`config.mk`:
```
export PLATFORM = sky130hd
export DESIGN_NAME = xg_mem_arbiter_flat
export DESIGN_NICKNAME = d
export VERILOG_FILES = /design/src/rtl/xg_mem_arbiter_pkg.sv /design/src/rtl/xg_mem_arbiter_if.sv /design/src/rtl/xg_mem_arbiter.sv /design/src/flat_wrapper.sv
export SDC_FILE = /design/constraint.sdc
export NUM_CORES = 1
export LEC_CHECK = 0
export CORE_MARGIN = 2
export CORE_UTILIZATION = 38
export CTS_CLUSTER_SIZE = 8
export DETAILED_ROUTE_END_ITERATION = 8
export HOLD_SLACK_MARGIN = 0.08
export PLACE_DENSITY = 0.88
export SYNTH_ARGS = -nofsm -noshare
export SYNTH_HDL_FRONTEND = slang
export SYNTH_SLANG_ARGS = --single-unit
```
`constraint.sdc`:
```
create_clock -name clk_sys -period 3.8 [get_ports clk_sys]
set_input_delay 1.14 -clock clk_sys [delete_from_list [all_inputs] [get_ports clk_sys]]
set_output_delay 1.14 -clock clk_sys [all_outputs]
set_load 0.02 [all_outputs]
```
`src/rtl/xg_mem_arbiter_pkg.sv`:
```
// XenonGecko shared types: arbiter states, burst length, memory address.
package xg_mem_arbiter_pkg;

    localparam int BURST_LEN = 4;
    localparam int ADDR_W    = 24;

    localparam logic [1:0] LAST_OFFSET = 2'(BURST_LEN - 1);

    typedef logic [ADDR_W-1:0] xg_addr_t;

    typedef enum logic [1:0] {
        ST_IDLE,
        ST_VID,
        ST_CPU,
        ST_ERR
    } xg_arb_state_t;

endpackage

```
`src/rtl/xg_mem_arbiter_if.sv`:
```
// Bus bundle between xgmm requesters, the arbiter and the SDRAM controller.
interface xg_mem_arbiter_if;
    import xg_mem_arbiter_pkg::*;

    logic        vid_req;
    xg_addr_t    vid_addr;
    logic        vid_ready;
    logic [1:0]  vid_offset;
    logic [15:0] vid_data;
    logic        vid_done;

    logic        cpu_req;
    logic        cpu_wren;
    xg_addr_t    cpu_addr;
    logic [15:0] cpu_wdata;
    logic        cpu_ready;
    logic [1:0]  cpu_offset;
    logic [15:0] cpu_rdata;
    logic        cpu_done;

    logic        mem_req;
    logic        mem_wren;
    xg_addr_t    mem_addr;
    logic        mem_ready;
    logic [1:0]  mem_offset;
    logic [15:0] from_mem;
    logic [15:0] to_mem;
    logic        mem_error;

    // slave: the arbiter's view of the bundle
    modport slave (
        input  vid_req, vid_addr,
        output vid_ready, vid_offset, vid_data, vid_done,
        input  cpu_req, cpu_wren, cpu_addr, cpu_wdata,
        output cpu_ready, cpu_offset, cpu_rdata, cpu_done,
        output mem_req, mem_wren, mem_addr, to_mem, mem_error,
        input  mem_ready, mem_offset, from_mem
    );

    modport master (
        output vid_req, vid_addr,
        input  vid_ready, vid_offset, vid_data, vid_done,
        output cpu_req, cpu_wren, cpu_addr, cpu_wdata,
        input  cpu_ready, cpu_offset, cpu_rdata, cpu_done,
        input  mem_req, mem_wren, mem_addr, to_mem, mem_error,
        output mem_ready, mem_offset, from_mem
    );

endinterface

```
`src/rtl/xg_mem_arbiter.sv`:
```
// Video/CPU burst arbiter in front of the SDRAM controller, with
// CPU anti-starvation and a first-word timeout.
module xg_mem_arbiter
    import xg_mem_arbiter_pkg::*;
#(
    parameter int unsigned CPU_STARVE_LIMIT = 3,
    parameter int unsigned TIMEOUT_CYCLES   = 255
) (
    input  logic              clk_sys,
    input  logic              rst,
    xg_mem_arbiter_if.slave   bus
);

    localparam logic [1:0] STARVE_LIM = 2'(CPU_STARVE_LIMIT);
    localparam logic [7:0] TMO_LAST   = 8'(TIMEOUT_CYCLES - 1);

    xg_arb_state_t r_state;
    xg_arb_state_t w_next;

    xg_addr_t    r_addr;
    logic        r_wren;
    logic        r_cpu;
    logic        r_seen;
    logic        r_err;
    logic [1:0]  r_starve;
    logic [7:0]  r_tmo;

    logic w_vid;
    logic w_cpu;
    logic w_busy;
    logic w_last;
    logic w_timeout;
    logic w_gnt_vid;
    logic w_gnt_cpu;

    assign w_vid  = (r_state == ST_VID);
    assign w_cpu  = (r_state == ST_CPU);
    assign w_busy = w_vid | w_cpu;
    assign w_last = bus.mem_ready
                  & (bus.mem_offset == LAST_OFFSET);

    assign w_timeout = w_busy & ~r_seen & ~bus.mem_ready
                     & (r_tmo == TMO_LAST);

    always_comb begin
        w_next    = r_state;
        w_gnt_vid = 1'b0;
        w_gnt_cpu = 1'b0;
        unique case (r_state)
            ST_IDLE: begin
                if (bus.cpu_req &&
                    (!bus.vid_req || r_starve >= STARVE_LIM)) begin
                    w_next    = ST_CPU;
                    w_gnt_cpu = 1'b1;
                end else if (bus.vid_req) begin
                    w_next    = ST_VID;
                    w_gnt_vid = 1'b1;
                end
            end
            ST_VID, ST_CPU: begin
                if (w_last) begin
                    w_next = ST_IDLE;
                end else if (w_timeout) begin
                    w_next = ST_ERR;
                end
            end
            ST_ERR: w_next = ST_IDLE;
            default: w_next = ST_IDLE;
        endcase
    end

    always_ff @(posedge clk_sys or posedge rst) begin
        if (rst) begin
            r_state  <= ST_IDLE;
            r_addr   <= '0;
            r_wren   <= 1'b0;
            r_cpu    <= 1'b0;
            r_seen   <= 1'b0;
            r_err    <= 1'b0;
            r_starve <= '0;
            r_tmo    <= '0;
        end else begin
            r_state <= w_next;
            if (w_gnt_vid) begin
                r_addr <= bus.vid_addr;
                r_wren <= 1'b0;
            end else if (w_gnt_cpu) begin
                r_addr <= bus.cpu_addr;
                r_wren <= bus.cpu_wren;
            end
            if (w_gnt_vid || w_gnt_cpu) begin
                r_cpu  <= w_gnt_cpu;
                r_seen <= 1'b0;
                r_tmo  <= '0;
            end else if (w_busy) begin
                if (bus.mem_ready) begin
                    r_seen <= 1'b1;
                end else if (!r_seen) begin
                    r_tmo <= r_tmo + 8'd1;
                end
            end
            if (w_timeout) begin
                r_err <= 1'b1;
            end
            // CPU wins once video has been granted STARVE_LIM times in a row
            if (w_gnt_cpu) begin
                r_starve <= '0;
            end else if (w_gnt_vid && bus.cpu_req) begin
                if (r_starve != 2'd3) begin
                    r_starve <= r_starve + 2'd1;
                end
            end else if (r_state == ST_IDLE && !bus.cpu_req) begin
                r_starve <= '0;
            end
        end
    end

    assign bus.mem_req   = w_busy;
    assign bus.mem_addr  = r_addr;
    assign bus.mem_wren  = w_cpu & r_wren;
    assign bus.to_mem    = (w_cpu && r_wren) ? bus.cpu_wdata : '0;
    assign bus.mem_error = r_err;

    assign bus.vid_ready  = w_vid & bus.mem_ready;
    assign bus.vid_offset = w_vid ? bus.mem_offset : '0;
    assign bus.vid_data   = w_vid ? bus.from_mem : '0;
    assign bus.vid_done   = (w_vid & w_last)
                          | ((r_state == ST_ERR) & ~r_cpu);

    assign bus.cpu_ready  = w_cpu & bus.mem_ready;
    assign bus.cpu_offset = w_cpu ? bus.mem_offset : '0;
    assign bus.cpu_rdata  = w_cpu ? bus.from_mem : '0;
    assign bus.cpu_done   = (w_cpu & w_last)
                          | ((r_state == ST_ERR) & r_cpu);

endmodule

```
`src/flat_wrapper.sv`:
```
// flat-port wrapper written by rule: the top's interface ports become plain ports
module xg_mem_arbiter_flat import xg_mem_arbiter_pkg::*;
#(
    parameter int unsigned CPU_STARVE_LIMIT = 3,
    parameter int unsigned TIMEOUT_CYCLES   = 255
)
  (clk_sys, rst, bus_vid_req, bus_vid_addr, bus_vid_ready, bus_vid_offset, bus_vid_data, bus_vid_done, bus_cpu_req, bus_cpu_wren, bus_cpu_addr, bus_cpu_wdata, bus_cpu_ready, bus_cpu_offset, bus_cpu_rdata, bus_cpu_done, bus_mem_req, bus_mem_wren, bus_mem_addr, bus_to_mem, bus_mem_error, bus_mem_ready, bus_mem_offset, bus_from_mem);
  xg_mem_arbiter_if bus_i ();
  input  logic clk_sys;
  input  logic rst;
  input wire logic [$bits(bus_i.vid_req)-1:0] bus_vid_req;
  input wire logic [$bits(bus_i.vid_addr)-1:0] bus_vid_addr;
  output wire logic [$bits(bus_i.vid_ready)-1:0] bus_vid_ready;
  output wire logic [$bits(bus_i.vid_offset)-1:0] bus_vid_offset;
  output wire logic [$bits(bus_i.vid_data)-1:0] bus_vid_data;
  output wire logic [$bits(bus_i.vid_done)-1:0] bus_vid_done;
  input wire logic [$bits(bus_i.cpu_req)-1:0] bus_cpu_req;
  input wire logic [$bits(bus_i.cpu_wren)-1:0] bus_cpu_wren;
  input wire logic [$bits(bus_i.cpu_addr)-1:0] bus_cpu_addr;
  input wire logic [$bits(bus_i.cpu_wdata)-1:0] bus_cpu_wdata;
  output wire logic [$bits(bus_i.cpu_ready)-1:0] bus_cpu_ready;
  output wire logic [$bits(bus_i.cpu_offset)-1:0] bus_cpu_offset;
  output wire logic [$bits(bus_i.cpu_rdata)-1:0] bus_cpu_rdata;
  output wire logic [$bits(bus_i.cpu_done)-1:0] bus_cpu_done;
  output wire logic [$bits(bus_i.mem_req)-1:0] bus_mem_req;
  output wire logic [$bits(bus_i.mem_wren)-1:0] bus_mem_wren;
  output wire logic [$bits(bus_i.mem_addr)-1:0] bus_mem_addr;
  output wire logic [$bits(bus_i.to_mem)-1:0] bus_to_mem;
  output wire logic [$bits(bus_i.mem_error)-1:0] bus_mem_error;
  input wire logic [$bits(bus_i.mem_ready)-1:0] bus_mem_ready;
  input wire logic [$bits(bus_i.mem_offset)-1:0] bus_mem_offset;
  input wire logic [$bits(bus_i.from_mem)-1:0] bus_from_mem;
  assign bus_i.vid_req = bus_vid_req;
  assign bus_i.vid_addr = bus_vid_addr;
  assign bus_vid_ready = bus_i.vid_ready;
  assign bus_vid_offset = bus_i.vid_offset;
  assign bus_vid_data = bus_i.vid_data;
  assign bus_vid_done = bus_i.vid_done;
  assign bus_i.cpu_req = bus_cpu_req;
  assign bus_i.cpu_wren = bus_cpu_wren;
  assign bus_i.cpu_addr = bus_cpu_addr;
  assign bus_i.cpu_wdata = bus_cpu_wdata;
  assign bus_cpu_ready = bus_i.cpu_ready;
  assign bus_cpu_offset = bus_i.cpu_offset;
  assign bus_cpu_rdata = bus_i.cpu_rdata;
  assign bus_cpu_done = bus_i.cpu_done;
  assign bus_mem_req = bus_i.mem_req;
  assign bus_mem_wren = bus_i.mem_wren;
  assign bus_mem_addr = bus_i.mem_addr;
  assign bus_to_mem = bus_i.to_mem;
  assign bus_mem_error = bus_i.mem_error;
  assign bus_i.mem_ready = bus_mem_ready;
  assign bus_i.mem_offset = bus_mem_offset;
  assign bus_i.from_mem = bus_from_mem;
  xg_mem_arbiter #(.CPU_STARVE_LIMIT(CPU_STARVE_LIMIT), .TIMEOUT_CYCLES(TIMEOUT_CYCLES)) u_core (.clk_sys(clk_sys), .rst(rst), .bus(bus_i));
endmodule
```
-- After elaboration in Yosys (flattened, before gate mapping)
Cells that the tools add are included.
- output and inout bits: 83
- word-level logic and storage cells: 87
- input port bits: 88
- bits in registers: 40
- magnitude comparators: 1
- add/sub/neg operators: 2
- equality and inequality tests: 11
- bitwise operators: 17
- reductions and logical operators: 18
- multiplexer cells: 30
- operators with widths (cell ; count):
    2-to-1 mux 16 bit ; 3
    2-to-1 mux 24 bit ; 2
    2-to-1 mux 8 bit ; 4
    2-to-1 mux 2 bit ; 10
    AND 1 bit ; 11
    2-to-1 mux 1 bit ; 10
    adder 8 x 1 -> 8 bit (second input constant) ; 1
    == test 8 bit (second input constant) ; 1
    == test 2 bit (second input constant) ; 3
    != test 3 x 2 -> 1 bit (second input constant) ; 2
    case mux 2 bit (3 select lines) ; 1
    AND reduction 2 bit ; 3
    nonzero test 2 bit ; 3
    logical AND 1 bit ; 4
    != test 2 bit (second input constant) ; 2
    != test 3 x 1 -> 1 bit (second input constant) ; 1
    inverter 1 bit ; 3
    OR 1 bit ; 3
    AND reduction 3 bit ; 1
    nonzero test 3 bit ; 1
    adder 2 x 1 -> 2 bit (second input constant) ; 1
    == test 2 x 1 -> 1 bit (second input constant) ; 1
    >= comparator 2 bit (second input constant) ; 1
    zero test 1 bit ; 2
    4 further kinds ; 5

-- Depth between registers and ports, before layout
- depth in word-level cells: 8
- gate-level depth with buffers: 7
- mapped depth without buffers: 6

-- Worst setup path after synthesis
OpenSTA, ideal clock, no wires.
- path kind: input port to output port
- from: in bus_mem_ready
- to: out bus_cpu_done
- required time: 2.660 ns
- path buffers: 0
- slack: 0.908 ns
- cell stages on the path: 2
- data arrival time: 1.752 ns
- path through: nand3_1 > o21ai_0
- cells in the longest elaborated chain, start to end: 3
- RTL lines (what ; RTL line ; source):
    start: declaration ; flat_wrapper.sv:30 ; input wire logic [$bits(bus_i.mem_ready)-1:0] bus_mem_ready;
    AND 1 bit ; xg_mem_arbiter.sv:40 ; & (bus.mem_offset == LAST_OFFSET);
    AND 1 bit ; xg_mem_arbiter.sv:133 ; assign bus.cpu_done = (w_cpu & w_last)
    OR 1 bit ; xg_mem_arbiter.sv:134 ; | ((r_state == ST_ERR) & r_cpu);
    end: declaration ; flat_wrapper.sv:24 ; output wire logic [$bits(bus_i.cpu_done)-1:0] bus_cpu_done;
No other way between the ends.

-- Worst setup path after layout
- from: in bus_mem_ready
- to: out bus_vid_ready
- cells in the longest elaborated chain, start to end: 1
- RTL lines (what ; RTL line ; source):
    AND 1 bit ; xg_mem_arbiter.sv:124 ; assign bus.vid_ready = w_vid & bus.mem_ready;
    end: declaration ; flat_wrapper.sv:13 ; output wire logic [$bits(bus_i.vid_ready)-1:0] bus_vid_ready;
No other way between the ends.

==> impl_results.md <==
* Final Critical Period at 3.65 ns
* Unrepaired setup endpoints after global routing: no
* CTS tree: done
* Via/cell ratio at 4.87
* Multiplexer area fraction after synthesis at 0.116
* Clock Skews at 0.00793 ns
* Util after Layout at 0.717
* Initial Util at 0.397
* CP peak stage delay at 0.61 ns
* Die X at 82.9 microns
* Worst setup SP type: primary input
* Max VDD drop at 0.360 mV
* Largest net degree at the start of global routing at 31
* Worst hold slack at 0.478 ns
* Hold Crit Class: reg -> reg
* CTS buffer count at 5
* Diodes inserted at 0
* Vias at 2447
* Synth Area in Adders at 0.0423
* CTS root buf: clkbuf_8
* Number of max-cap violations at 0
* Leak at 0.00189 uW
* Fillers at 467
* WP data arrival at 2.51 ns
* IO Port Bufs at 170
* Area grow syn2layout at 80.7%
* FF+latch count, synth at 40
* RR Endpoint: u_core.r_state[1]
* Setup violators final at 0
* Drt first pass iters at 4
* Relative slew slack at 0.456
* Critical Path Sink Type: primary output
* Final Hold Fails at 0
* Synth Area in Simple Gates at 0.257
* Drt total wl at 7400 microns
* FF+latch area at 1000 sq um
* CTS clk-pin slew, worst paths at 0.08 ns
* Share of cells above drive strength 1 at 0.0492
* Syn Nets at 355
* Crit path cell chain: clkdlybuf4s50_1 -> buf_4 -> and2_1 -> clkdlybuf4s50_1
* CP max FO at 5
* CP delay by family, top: buffers and inverters
* Vias in the first global route at 2464
* Clock sink total at 40
* Die footprint at 6870 sq um
* Critical path data required time at 2.66 ns
* WHS Path Cells at 1
* WL/cell at 14.7 microns
* Htree depth at 2
* Xor-xnor portion of the synthesized cell area at 0.0259
* Syn Area/Cell at 9.13 sq um
* Synthesized area at 2360 sq um
* Flop-to-flop setup slack at 1.56 ns
* Main combinational cell family by area after synthesis: simple AND/OR/NAND/NOR gates
* Grt total ovfl at 0
* I/O pin count at 171
* Gpl congestion at 0.901
* Setup Crit Path Kind: in -> out
* Mapped Cells at 259
* Pwr Density at 622 nW/um^2
* Antenna violation net count after detailed routing at 0
* Total GRT Usage at 0.215
* DRC viols at 0
* Period utilisation layout at 0.960
* Netlist cell types at 35
* Post-CTS setup buffer count at 0
* Cell mode on critical path: clkdlybuf4s50_1
* Core Rows at 28
* Seq/Total Area, Yosys at 0.423
* Worst r2r src: u_core.r_state[0]
* Achievable Freq at 274 MHz
* Iter 0 DRT Violations at 95
* Fin. max-slew vios at 0
* Worst slew pin tran at 0.815 ns
* Core Region at 5960 sq um
* Clk_lat worst skew at 0.29 ns
* CTS max path bufs at 2
* Initial antenna violation count at 0
* Detail Placement HPWL at 6060 microns
* Synth Area in Compound Gates at 0.0921
* Worst Hold End: u_core.bus.mem_error
* Crit-path slowest cell: clkdlybuf4s50_1
* HP Start: u_core.bus.mem_error
* Number of synthesis warnings at 0
* Layout net count at 522
* DIE HEIGHT at 82.9 microns
* Multi-input logic area at 1280 sq um
* Status: completed
* R2r worst-path depth at 6
* First-pass GRT wire length at 12100 microns
* Buf+Inv Stages, Crit Path at 3
## Yosys cell counts (all sizes together)
master / instances / area (sq um)
dfrtp: 40 / 1000
and2: 39 / 244
nand2: 32 / 120
o21ai: 28 / 140
mux2i: 24 / 240
and3: 16 / 100
clkbuf: 13 / 48.8
inv: 11 / 41.3
nor2: 11 / 41.3
ha: 8 / 100
a21oi: 4 / 23.8
xor2: 4 / 35.0
mux2: 3 / 33.8
nand3: 3 / 15.0
xnor2: 3 / 26.3
buf: 2 / 12.5
nand4: 2 / 12.5
nor4: 2 / 18.8
o22ai: 2 / 12.5
a211oi: 1 / 7.51
a22o: 1 / 8.76
a32o: 1 / 10.0
nand4b: 1 / 8.76
nor2b: 1 / 6.26
nor3: 1 / 5.00
nor3b: 1 / 7.51
o211ai: 1 / 7.51
o21a: 1 / 7.51
or2: 1 / 6.26
or3b: 1 / 11.3
or4: 1 / 11.3
## worst reg2reg max path: stages (launching register included)
cell,delay (ns)
dfrtp_1,0.40
inv_1,0.10
ha_1,0.38
or3b_4,0.44
nor4_2,0.36
o21ai_1,0.16
mux2_2,0.29
## cell families (layout without fill, tap and decap cells)
family                     Yosys count  in the layout
AOI/OAI and AO/OA                   39             39
xor gates and xnor gates             7              7
adders and majority gates            8              8
buffers and inverters               26            194
DFF                                 40             40
muxes                               27             27
and+or+nand+nor                    112            112
## cell usage in the layout, fill, tap and decap left out, drive strengths merged, types with 4 or more instances in the layout
| cell type | synthesis | final |
|---|---|---|
| a21oi | 4 | 4 |
| and2 | 39 | 39 |
| and3 | 16 | 16 |
| buf | 2 | 5 |
| clkbuf | 13 | 6 |
| clkdlybuf4s50 | 0 | 168 |
| dfrtp | 40 | 40 |
| ha | 8 | 8 |
| inv | 11 | 11 |
| mux2i | 24 | 24 |
| nand2 | 32 | 32 |
| nor2 | 11 | 11 |
| o21ai | 28 | 28 |
| xor2 | 4 | 4 |
## report_power, final
part           leakage, uW  internal [uW]  total [uW]  switching (uW)
registers         0.000509            595         715             120
clock network    0.0000552            195         339             144
logic              0.00133            769        1600             833
total              0.00189           1560        2660            1100
## final cells by class
cell class,instances,area share
Clock inverter,2,0.00820
Inverter,11,0.00966
Timing Repair Buffer,175,0.409
Clock buffer,6,0.0170
Tap cell,75,0.0220
Sequential cell,40,0.234
Multi-Input combinational cell,193,0.300
## routing by layer
layer  vias up  track usage  routed length (microns)
met5         -            0                        0
met4         0       0.0417                      102
met2       121        0.387                     3660
met3         8       0.0755                      677
li1       1203            -                        -
met1      1115        0.246                     2960
## worst max path at each step
stage	slack, ns	startpoint	end	cells after the start
2_1_floorplan	0.91	bus_mem_ready	bus_cpu_done	2
3_3_place_gp	0.03	bus_mem_offset[1]	bus_vid_done	4
3_5_place_dp	-0.06	bus_mem_offset[1]	bus_cpu_done	4
4_1_cts	0.14	bus_mem_ready	bus_vid_ready	4
5_1_grt	0.11	bus_mem_ready	bus_vid_ready	4
6_report	0.15	bus_mem_ready	bus_vid_ready	4
## state kept, by name, indices dropped and copies added (netlist names)
register,flops
u_core.r_wren,1
u_core.bus.mem_addr,24
u_core.r_cpu,1
u_core.r_tmo,8
u_core.bus.mem_error,1
u_core.r_state,2
u_core.r_starve,2
u_core.r_seen,1
## stage by stage
step	setup TNS [ns]	cells	setup WS (ns)	area, sq um	total power, uW
2_1_floorplan	0	259	0.908	2360	1560
3_3_place_gp	0	494	0.0259	4170	2300
3_5_place_dp	-0.0580	494	-0.0559	4170	2340
4_1_cts	0	502	0.143	4270	2680
5_1_grt	0	502	0.106	4270	2830
6_report	0	502	0.153	4270	2660
## what timing repair did
item	4_1_cts	5_1_grt
gates resized for setup	2	0
endpoints found under the setup margin	2	0
hold buffers	0	0
Note: power is estimated with default switching activity, not from simulation.
